`src/rtl/cvp_boot_loader_if.sv`:
```
// Memory-port bundle between the CVP14 core, the boot loader and system memory.
// The loader takes the slave side: core strobes in, memory strobes out.
interface cvp_boot_loader_if;
    logic [15:0] CpuAddr;
    logic        CpuRD;
    logic        CpuWR;
    logic [15:0] CpuDataOut;
    logic [15:0] MemAddr;
    logic        MemRD;
    logic        MemWR;
    logic [15:0] MemDataIn;

    modport master (
        output CpuAddr, CpuRD, CpuWR, CpuDataOut,
        input  MemAddr, MemRD, MemWR, MemDataIn
    );

    modport slave (
        input  CpuAddr, CpuRD, CpuWR, CpuDataOut,
        output MemAddr, MemRD, MemWR, MemDataIn
    );
endinterface

```
`src/rtl/cvp_boot_loader.sv`:
```
// UART (8N1) program loader for CVP14: writes the framed image to memory, holds the core
// in reset until the checksum passes, then muxes the core onto memory. Option: LOADER_RELOAD_EN.
module cvp_boot_loader #(
    parameter int         CLKS_PER_BIT = 16,
    parameter logic [7:0] SYNC_BYTE    = 8'hA5
) (
    input  logic              Clk1,
    input  logic              Reset_n,
    input  logic              RxD,
    cvp_boot_loader_if.slave  bus,
    output logic              CpuReset,
    output logic              Loading,
    output logic              LoadErr
);
    localparam int            CW        = $clog2(CLKS_PER_BIT) + 1;
    localparam logic [CW-1:0] HALF_LAST = CW'(CLKS_PER_BIT / 2 - 1);
    localparam logic [CW-1:0] FULL_LAST = CW'(CLKS_PER_BIT - 1);

    typedef enum logic [1:0] {R_IDLE, R_START, R_DATA, R_STOP} rx_state_t;
    typedef enum logic [3:0] {
        S_IDLE, S_ADDR_H, S_ADDR_L, S_CNT_H, S_CNT_L,
        S_DATA_H, S_DATA_L, S_WRITE, S_CSUM, S_RUN
    } state_t;

    rx_state_t     rx_state_q;
    logic [1:0]    rx_sync_q;
    logic          rx_prev_q;
    logic [CW-1:0] rx_cnt_q;
    logic [2:0]    rx_bit_q;
    logic [7:0]    rx_shift_q;
    logic          rx_vld_q;
    logic [7:0]    rx_byte_q;
    logic          rx_in;

    state_t        state_q;
    logic [15:0]   ptr_q;
    logic [15:0]   remain_q;
    logic [7:0]    data_hi_q;
    logic [7:0]    sum_q;
    logic [15:0]   mem_addr_q;
    logic [15:0]   mem_data_q;
    logic          mem_wr_q;
    logic          cpu_reset_q;
    logic          loading_q;
    logic          load_err_q;
    logic          run;

    assign rx_in = rx_sync_q[1];

    // Receiver: every sample point is at mid-bit, counted from the detected falling edge.
    always_ff @(posedge Clk1) begin
        if (!Reset_n) begin
            rx_state_q <= R_IDLE;
            rx_sync_q  <= 2'b11;
            rx_prev_q  <= 1'b1;
            rx_cnt_q   <= '0;
            rx_bit_q   <= '0;
            rx_shift_q <= '0;
            rx_vld_q   <= 1'b0;
            rx_byte_q  <= '0;
        end else begin
            rx_sync_q <= {rx_sync_q[0], RxD};
            rx_prev_q <= rx_in;
            rx_vld_q  <= 1'b0;
            unique case (rx_state_q)
                R_IDLE: begin
                    rx_cnt_q <= '0;
                    if (rx_prev_q && !rx_in) rx_state_q <= R_START;
                end
                R_START: begin
                    if (rx_cnt_q == HALF_LAST) begin
                        rx_cnt_q   <= '0;
                        rx_bit_q   <= '0;
                        rx_state_q <= rx_in ? R_IDLE : R_DATA;
                    end else begin
                        rx_cnt_q <= rx_cnt_q + CW'(1);
                    end
                end
                R_DATA: begin
                    if (rx_cnt_q == FULL_LAST) begin
                        rx_cnt_q   <= '0;
                        rx_shift_q <= {rx_in, rx_shift_q[7:1]};
                        rx_bit_q   <= rx_bit_q + 3'd1;
                        if (rx_bit_q == 3'd7) rx_state_q <= R_STOP;
                    end else begin
                        rx_cnt_q <= rx_cnt_q + CW'(1);
                    end
                end
                R_STOP: begin
                    if (rx_cnt_q == FULL_LAST) begin
                        rx_cnt_q   <= '0;
                        rx_state_q <= R_IDLE;
                        rx_vld_q   <= rx_in;
                        rx_byte_q  <= rx_shift_q;
                    end else begin
                        rx_cnt_q <= rx_cnt_q + CW'(1);
                    end
                end
                default: rx_state_q <= R_IDLE;
            endcase
        end
    end

    always_ff @(posedge Clk1) begin
        if (!Reset_n) begin
            state_q     <= S_IDLE;
            ptr_q       <= '0;
            remain_q    <= '0;
            data_hi_q   <= '0;
            sum_q       <= '0;
            mem_addr_q  <= '0;
            mem_data_q  <= '0;
            mem_wr_q    <= 1'b0;
            cpu_reset_q <= 1'b1;
            loading_q   <= 1'b0;
            load_err_q  <= 1'b0;
        end else begin
            mem_wr_q    <= 1'b0;
            // Core leaves reset one cycle after RUN is entered.
            cpu_reset_q <= (state_q != S_RUN);
            unique case (state_q)
                S_IDLE: if (rx_vld_q && rx_byte_q == SYNC_BYTE) begin
                    state_q   <= S_ADDR_H;
                    loading_q <= 1'b1;
                    sum_q     <= '0;
                end
                S_ADDR_H: if (rx_vld_q) begin
                    ptr_q[15:8] <= rx_byte_q;
                    sum_q       <= sum_q + rx_byte_q;
                    state_q     <= S_ADDR_L;
                end
                S_ADDR_L: if (rx_vld_q) begin
                    ptr_q[7:0] <= rx_byte_q;
                    sum_q      <= sum_q + rx_byte_q;
                    state_q    <= S_CNT_H;
                end
                S_CNT_H: if (rx_vld_q) begin
                    remain_q[15:8] <= rx_byte_q;
                    sum_q          <= sum_q + rx_byte_q;
                    state_q        <= S_CNT_L;
                end
                S_CNT_L: if (rx_vld_q) begin
                    remain_q[7:0] <= rx_byte_q;
                    sum_q         <= sum_q + rx_byte_q;
                    state_q       <= ({remain_q[15:8], rx_byte_q} == 16'h0000) ? S_CSUM : S_DATA_H;
                end
                S_DATA_H: if (rx_vld_q) begin
                    data_hi_q <= rx_byte_q;
                    sum_q     <= sum_q + rx_byte_q;
                    state_q   <= S_DATA_L;
                end
                S_DATA_L: if (rx_vld_q) begin
                    mem_addr_q <= ptr_q;
                    mem_data_q <= {data_hi_q, rx_byte_q};
                    mem_wr_q   <= 1'b1;
                    sum_q      <= sum_q + rx_byte_q;
                    state_q    <= S_WRITE;
                end
                S_WRITE: begin
                    ptr_q    <= ptr_q + 16'd1;
                    remain_q <= remain_q - 16'd1;
                    state_q  <= (remain_q == 16'd1) ? S_CSUM : S_DATA_H;
                end
                S_CSUM: if (rx_vld_q) begin
                    loading_q <= 1'b0;
                    if (rx_byte_q == sum_q) begin
                        state_q    <= S_RUN;
                        load_err_q <= 1'b0;
                    end else begin
                        state_q    <= S_IDLE;
                        load_err_q <= 1'b1;
                    end
                end
                S_RUN: begin
`ifdef LOADER_RELOAD_EN
                    if (rx_vld_q && rx_byte_q == SYNC_BYTE) begin
                        state_q     <= S_ADDR_H;
                        loading_q   <= 1'b1;
                        sum_q       <= '0;
                        cpu_reset_q <= 1'b1;
                    end
`endif
                end
                default: state_q <= S_IDLE;
            endcase
        end
    end

    assign run           = (state_q == S_RUN);
    assign bus.MemAddr   = run ? bus.CpuAddr    : mem_addr_q;
    assign bus.MemRD     = run ? bus.CpuRD      : 1'b0;
    assign bus.MemWR     = run ? bus.CpuWR      : mem_wr_q;
    assign bus.MemDataIn = run ? bus.CpuDataOut : mem_data_q;
    assign CpuReset      = cpu_reset_q;
    assign Loading       = loading_q;
    assign LoadErr       = load_err_q;
endmodule
```
`src/flat_wrapper.sv`:
```
// flat-port wrapper written by rule: the top's interface ports become plain ports
module cvp_boot_loader_flat 
#(
    parameter int         CLKS_PER_BIT = 16,
    parameter logic [7:0] SYNC_BYTE    = 8'hA5
)
  (Clk1, Reset_n, RxD, CpuReset, Loading, LoadErr, bus_CpuAddr, bus_CpuRD, bus_CpuWR, bus_CpuDataOut, bus_MemAddr, bus_MemRD, bus_MemWR, bus_MemDataIn);
  cvp_boot_loader_if bus_i ();
  input  logic Clk1;
  input  logic Reset_n;
  input  logic RxD;
  output logic CpuReset;
  output logic Loading;
  output logic LoadErr;
  input wire logic [$bits(bus_i.CpuAddr)-1:0] bus_CpuAddr;
  input wire logic [$bits(bus_i.CpuRD)-1:0] bus_CpuRD;
  input wire logic [$bits(bus_i.CpuWR)-1:0] bus_CpuWR;
  input wire logic [$bits(bus_i.CpuDataOut)-1:0] bus_CpuDataOut;
  output wire logic [$bits(bus_i.MemAddr)-1:0] bus_MemAddr;
  output wire logic [$bits(bus_i.MemRD)-1:0] bus_MemRD;
  output wire logic [$bits(bus_i.MemWR)-1:0] bus_MemWR;
  output wire logic [$bits(bus_i.MemDataIn)-1:0] bus_MemDataIn;
  assign bus_i.CpuAddr = bus_CpuAddr;
  assign bus_i.CpuRD = bus_CpuRD;
  assign bus_i.CpuWR = bus_CpuWR;
  assign bus_i.CpuDataOut = bus_CpuDataOut;
  assign bus_MemAddr = bus_i.MemAddr;
  assign bus_MemRD = bus_i.MemRD;
  assign bus_MemWR = bus_i.MemWR;
  assign bus_MemDataIn = bus_i.MemDataIn;
  cvp_boot_loader #(.CLKS_PER_BIT(CLKS_PER_BIT), .SYNC_BYTE(SYNC_BYTE)) u_core (.Clk1(Clk1), .Reset_n(Reset_n), .RxD(RxD), .bus(bus_i), .CpuReset(CpuReset), .Loading(Loading), .LoadErr(LoadErr));
endmodule
```
`config.mk`:
```
export PLATFORM = sky130hd
export DESIGN_NAME = cvp_boot_loader_flat
export DESIGN_NICKNAME = d
export VERILOG_FILES = /design/src/rtl/cvp_boot_loader_if.sv /design/src/rtl/cvp_boot_loader.sv /design/src/flat_wrapper.sv
export SDC_FILE = /design/constraint.sdc
export NUM_CORES = 1
export LEC_CHECK = 0
export CORE_MARGIN = 2
export CORE_UTILIZATION = 40
export DETAILED_ROUTE_END_ITERATION = 8
export DONT_BUFFER_PORTS = 1
export PLACE_DENSITY_LB_ADDON = 0.05
export SYNTH_ARGS = -nofsm -noshare
export SYNTH_HDL_FRONTEND = slang
export SYNTH_SLANG_ARGS = --single-unit
```
`constraint.sdc`:
```
create_clock -name Clk1 -period 2.7 [get_ports Clk1]
set_input_delay 0.405 -clock Clk1 [delete_from_list [all_inputs] [get_ports Clk1]]
set_output_delay 0.405 -clock Clk1 [all_outputs]
set_load 0.01 [all_outputs]
```
Word level (Yosys, flattened, before mapping)
Index checks and enable logic that the tools add are counted.
W data, S select, Z words.
{ "totals": {"in_bits": 37, "regBits": 118, "wordCells": 133, "output_inout_bits": 37} }
{ "classes": {"muxes": 42, "bitwise_logic": 1, "addsub": 5, "reduce_logical": 31, "eq_ne": 33} }
{ "op_table": {"columns": ["cell", "n"], "rows": [
  ["$pmux W8 S2", 5],
  ["$mux W4", 11],
  ["$pmux W4 S10", 1],
  ["$mux W16", 2],
  ["$ne A2 B1 Y1 const B", 14],
  ["$mux W8", 3],
  ["$reduce_and A2 Y1", 10],
  ["$add A16 B1 Y16 const B", 1],
  ["$eq A16 B1 Y1 const B", 1],
  ["$eq A4 B3 Y1 const B", 4],
  ["$logic_not A16 Y1", 1],
  ["$sub A16 B1 Y16 const B", 1],
  ["$pmux W5 S3", 1],
  ["$reduce_bool A2 Y1", 7],
  ["$mux W2", 6],
  ["$reduce_and A3 Y1", 4],
  ["$mux W5", 2],
  ["$reduce_and A9 Y1", 1],
  ["$add A8 B8 Y8", 1],
  ["$eq A4 B2 Y1 const B", 2],
  ["$eq A4 B4 Y1 const B", 2],
  ["$eq A8 B8 Y1", 1],
  ["$eq A8 B8 Y1 const B", 1],
  ["$pmux W2 S4", 1],
  ["other kinds (21)", 29]
]} }

Longest topological paths before layout
{ "logic_depth": {"depth_word": 4, "ltp_mapped": 10, "mapped_depth_nobuf": 9} }

Worst setup path after synthesis
Ideal clock, no wire load.
{ "synth_path": {"path_kind": "flip-flop to output port", "start": "reg u_core.state_q[1]", "end": "out bus_MemAddr[0]", "required_ns": 2.295, "path_buffers": 2, "slack_ns": 0.673, "path_stages_with_launch": 6, "arrival_time_ns": 1.622, "cell_sequence": "dfxtp_1 > buf_2 > nand2b_1 > nor3_2 > buf_2 > mux2_2"} }
{ "synth_between": {"elab_chain_cells": 2} }
{ "synth_lines": {"columns": ["element", "line", "source"], "rows": [
  ["start: declaration", "cvp_boot_loader.sv:35", "state_t state_q;"],
  ["start signal: assignment", "cvp_boot_loader.sv:145", "state_q <= ({remain_q[15:8], rx_byte_q} == 16'h0000) ? S_CSUM : S_DATA_H;"],
  ["start signal: assignment", "cvp_boot_loader.sv:162", "state_q <= (remain_q == 16'd1) ? S_CSUM : S_DATA_H;"],
  ["$eq A4 B4 Y1", "cvp_boot_loader.sv:189", "assign run = (state_q == S_RUN);"],
  ["$mux W16", "cvp_boot_loader.sv:190", "assign bus.MemAddr = run ? bus.CpuAddr : mem_addr_q;"],
  ["end: declaration", "flat_wrapper.sv:19", "output wire logic [$bits(bus_i.MemAddr)-1:0] bus_MemAddr;"]
]} }
No other way between the ends.

Final worst setup path
{ "layout_path": {"start": "reg u_core.state_q[0]", "end": "out bus_MemDataIn[3]"} }
{ "layout_between": {"elab_chain_cells": 2} }
{ "layout_lines": {"columns": ["element", "line", "source"], "rows": [
  ["$eq A4 B4 Y1", "cvp_boot_loader.sv:189", null],
  ["$mux W16", "cvp_boot_loader.sv:193", "assign bus.MemDataIn = run ? bus.CpuDataOut : mem_data_q;"],
  ["end: declaration", "flat_wrapper.sv:22", "output wire logic [$bits(bus_i.MemDataIn)-1:0] bus_MemDataIn;"]
]} }
No other way between the ends.

==> results.yml <==
pwr:
  combinationalPowerShare: 0.010
  power_density_nw_per_um2: 600
  clock_power_share: 0.560
  internal_power_uw: 3260
  total_power_uw: 4070
  p_sw_frac: 0.199
  peakVddDrop_mv: 0.407
  p_switching_uw: 811
  p_seq_frac: 0.430
  leakage_uw: 0.00242
min_path:
  min_from: "Reset_n"
  hold_class: "input pin to flop"
synth:
  netlist_area_um2: 5970
  syn_inst: 748
  synth_edf_count: 0
  synth_top_area_cell: "dfxtp_1"
  synth.area.top_cells: "dfxtp_1, nand2_1, a21oi_1"
  synth_top_family_by_area: "simple AND/OR/NAND/NOR gates"
  syn-mean-instance-area_um2: 7.99
  synth_compound_area_frac: 0.191
  synth_ff_type: "dfxtp_1"
  synth_common_cells: "nand2_1, dfxtp_1, a21oi_1, nor2_1, clkbuf_1"
  synth_fa_ha_area_frac: 0.0348
  ys_types: 65
  synth.area.mux_share: 0.0706
  yosys.area.top_type_share: 0.395
  ys_seq_area_frac: 0.395
  yosysMostFrequentCell: "nand2_1"
  syn_nets: 801
  ys_warn_count: 0
  synthArstFlopShare: 0
  synth_xor_area_frac: 0.0132
  synth_seq_cells: 118
  yosys.area_share.simple: 0.248
route:
  ant_nets: 0
  drt_pass1_iterations: 5
  vias_per_cell: 5.72
  drtIter0Drc: 495
  wire_per_inst_um: 16.9
  wirelength_um: 15800
  drc: 0
  via_count: 5328
clocking:
  cts_made_buffers: 17
  clkSinkCount: 118
  clk_latency_ns: 0.41
  clkSlewWorstSetupHoldPaths_ns: 0.05
  htree_num_levels: 4
  tritoncts: "done"
  cts_root_buffer: "clkbuf_16"
  cts.path.max_buffers: 2
  ctsHoldBuffers: 0
critical_path:
  worstPathMaxFanout: 35
  max_stage_delay_ns: 0.63
  crit_chain: "nand2b_1 -> nor3_4 -> buf_12 -> mux2_2"
  critPathArrivalTime_ns: 2.06
  end_kind: "output port"
  worst-path-buf-inv: 1
  critPathLaunchType: "flop"
  ff2ff_setup_slack_ns: 0.51
  path_delay_family: "flip-flops"
  crit_required_ns: 2.30
  path_class: "flop to output port"
  crit_slowest_cell: "dfxtp_1"
  timing.rr.start: "u_core.rx_byte_q[3]$_SDFFE_PN0P_"
  crit_path_start: "u_core.state_q[0]$_SDFFE_PN0P_"
layout:
  final_util: 0.465
  nets: 790
  antennaDiodeCount: 0
  drive_above_1_share: 0.138
  area_growth_syn_to_layout_pct: 13.6
  fillCellCount: 1427
timing:
  setup_ws_ns: 0.240
  slew_headroom: 0.467
  min_period_ns: 2.46
  fin_worst_skew_ns: 0.00883
  setup_violations: 0
  hold_viol: 0
  rsz0062_at_grt: "no"
  hold-worst-slack_ns: 0.0691
  drv_slew: 0
  post-route-period-util: 0.911
  fin_setup_tns_ns: 0
  worstMarginPinSlew_ns: 0.795
  max_freq_mhz: 406
floorplan:
  start_util: 0.409
  rows: 44
  die_x_um: 126
  dieArea_um2: 15900
  core_um2: 14600
  die_y_um: 126
  ios: 74
placed_design:
  numPortBuffers: 0
  preCtsSetupSlack_ns: 0.527
  globalplace.congestion: 0.832
  hpwl_um: 10800
grt:
  met3_usage: 0.0484
  grt_max_degree: 44
  grt_pass1_vias: 5066
  grt_pass1_wl_um: 25200
  grt_antenna_before_repair: 0
  gr-usage-met2: 0.343
  overflow: 0
  grt_usage: 0.197
  grt.met1_usage: 0.238
  grt.busiest_layer: "met2"
outcome:
  outcome: "completed"
flow_run:
  max_cap_viol_count: 0
cell usage in the layout (no fill, tap or decap), drive strengths merged, types with 5 or more instances in the layout:
master and count:
or2 6, and3 8, o211ai 7, nor4 10, ha 15, or4 5, o21ai 26, a31oi 7
clkbuf 20, a21oi 95, xor2 6, buf 22, mux2 33, nor3 28, nand2b 14, nand2 138
mux2i 5, o22ai 5, nor2 50, inv 15, nand4 8, nand3 26, a211oi 8, dfxtp 118
final timing paths:
kind / end / cells after the start
setup / recovery: bus_MemDataIn[3] / 4
hold / removal: u_core.rx_sync_q[1]$_SDFF_PN1_ / 1
setup reg to reg: u_core.sum_q[7]$_SDFFE_PN0P_ / 6
hold reg to reg: u_core.rx_sync_q[1]$_SDFF_PN1_ / 1
cells by family after synthesis:
| family | after synthesis |
|---|---|
| buf+inv | 67 |
| xor+xnor | 9 |
| fa+ha+maj | 16 |
| mux | 38 |
| flops | 118 |
| simple gates | 313 |
| compound gates | 187 |
per-layer routing:
metal  part of all wire  vias to the layer above  wire, µm
met5                  0                        -         0
li1                   -                     2647         -
met4              0.018                        0       284
met3              0.044                       27       691
met2               0.49                      154      7770
met1               0.45                     2500      7020
registers in the layout, indices dropped and copies added, names as in the netlist, 5 cells and up, named ones only:
register           cells
u_core.ptr_q          16
u_core.sum_q           8
u_core.remain_q       16
u_core.mem_data_q     16
u_core.rx_shift_q      8
u_core.rx_cnt_q        5
u_core.data_hi_q       8
u_core.rx_byte_q       8
u_core.mem_addr_q     16
timing repair:
item / in CTS / in global routing
buffers inserted: 0 / 0
setup endpoints to repair: 0 / 1
resized for setup: 0 / 1
metrics by stage:
step | instances | cell area, µm²
after floorplan | 748 | 5970
after global placement | 902 | 6190
after detailed placement | 902 | 6190
after CTS | 931 | 6780
after global routing | 931 | 6790
final | 931 | 6790
power groups by stage:
stage | clock network, µW | logic [µW] | registers, µW
4_1_cts | 2330 | 41.6 | 1750
3_3_place_gp | 0 | 41.4 | 1790
3_5_place_dp | 0 | 41.6 | 1790
2_1_floorplan | 0 | 33.2 | 1780
6_report | 2280 | 41.5 | 1750
5_1_grt | 2410 | 45.2 | 1750
layout make-up:
cell class	count	area, µm²	area share
clock buffer	20	467	0.0688
inverter	15	56.3	0.00830
tap	184	230	0.0339
clock inverter	9	128	0.0188
multi-input combinational	563	3340	0.492
timing repair buffer	22	203	0.0299
sequential	118	2360	0.348
Power figures use the tool's default switching activity.
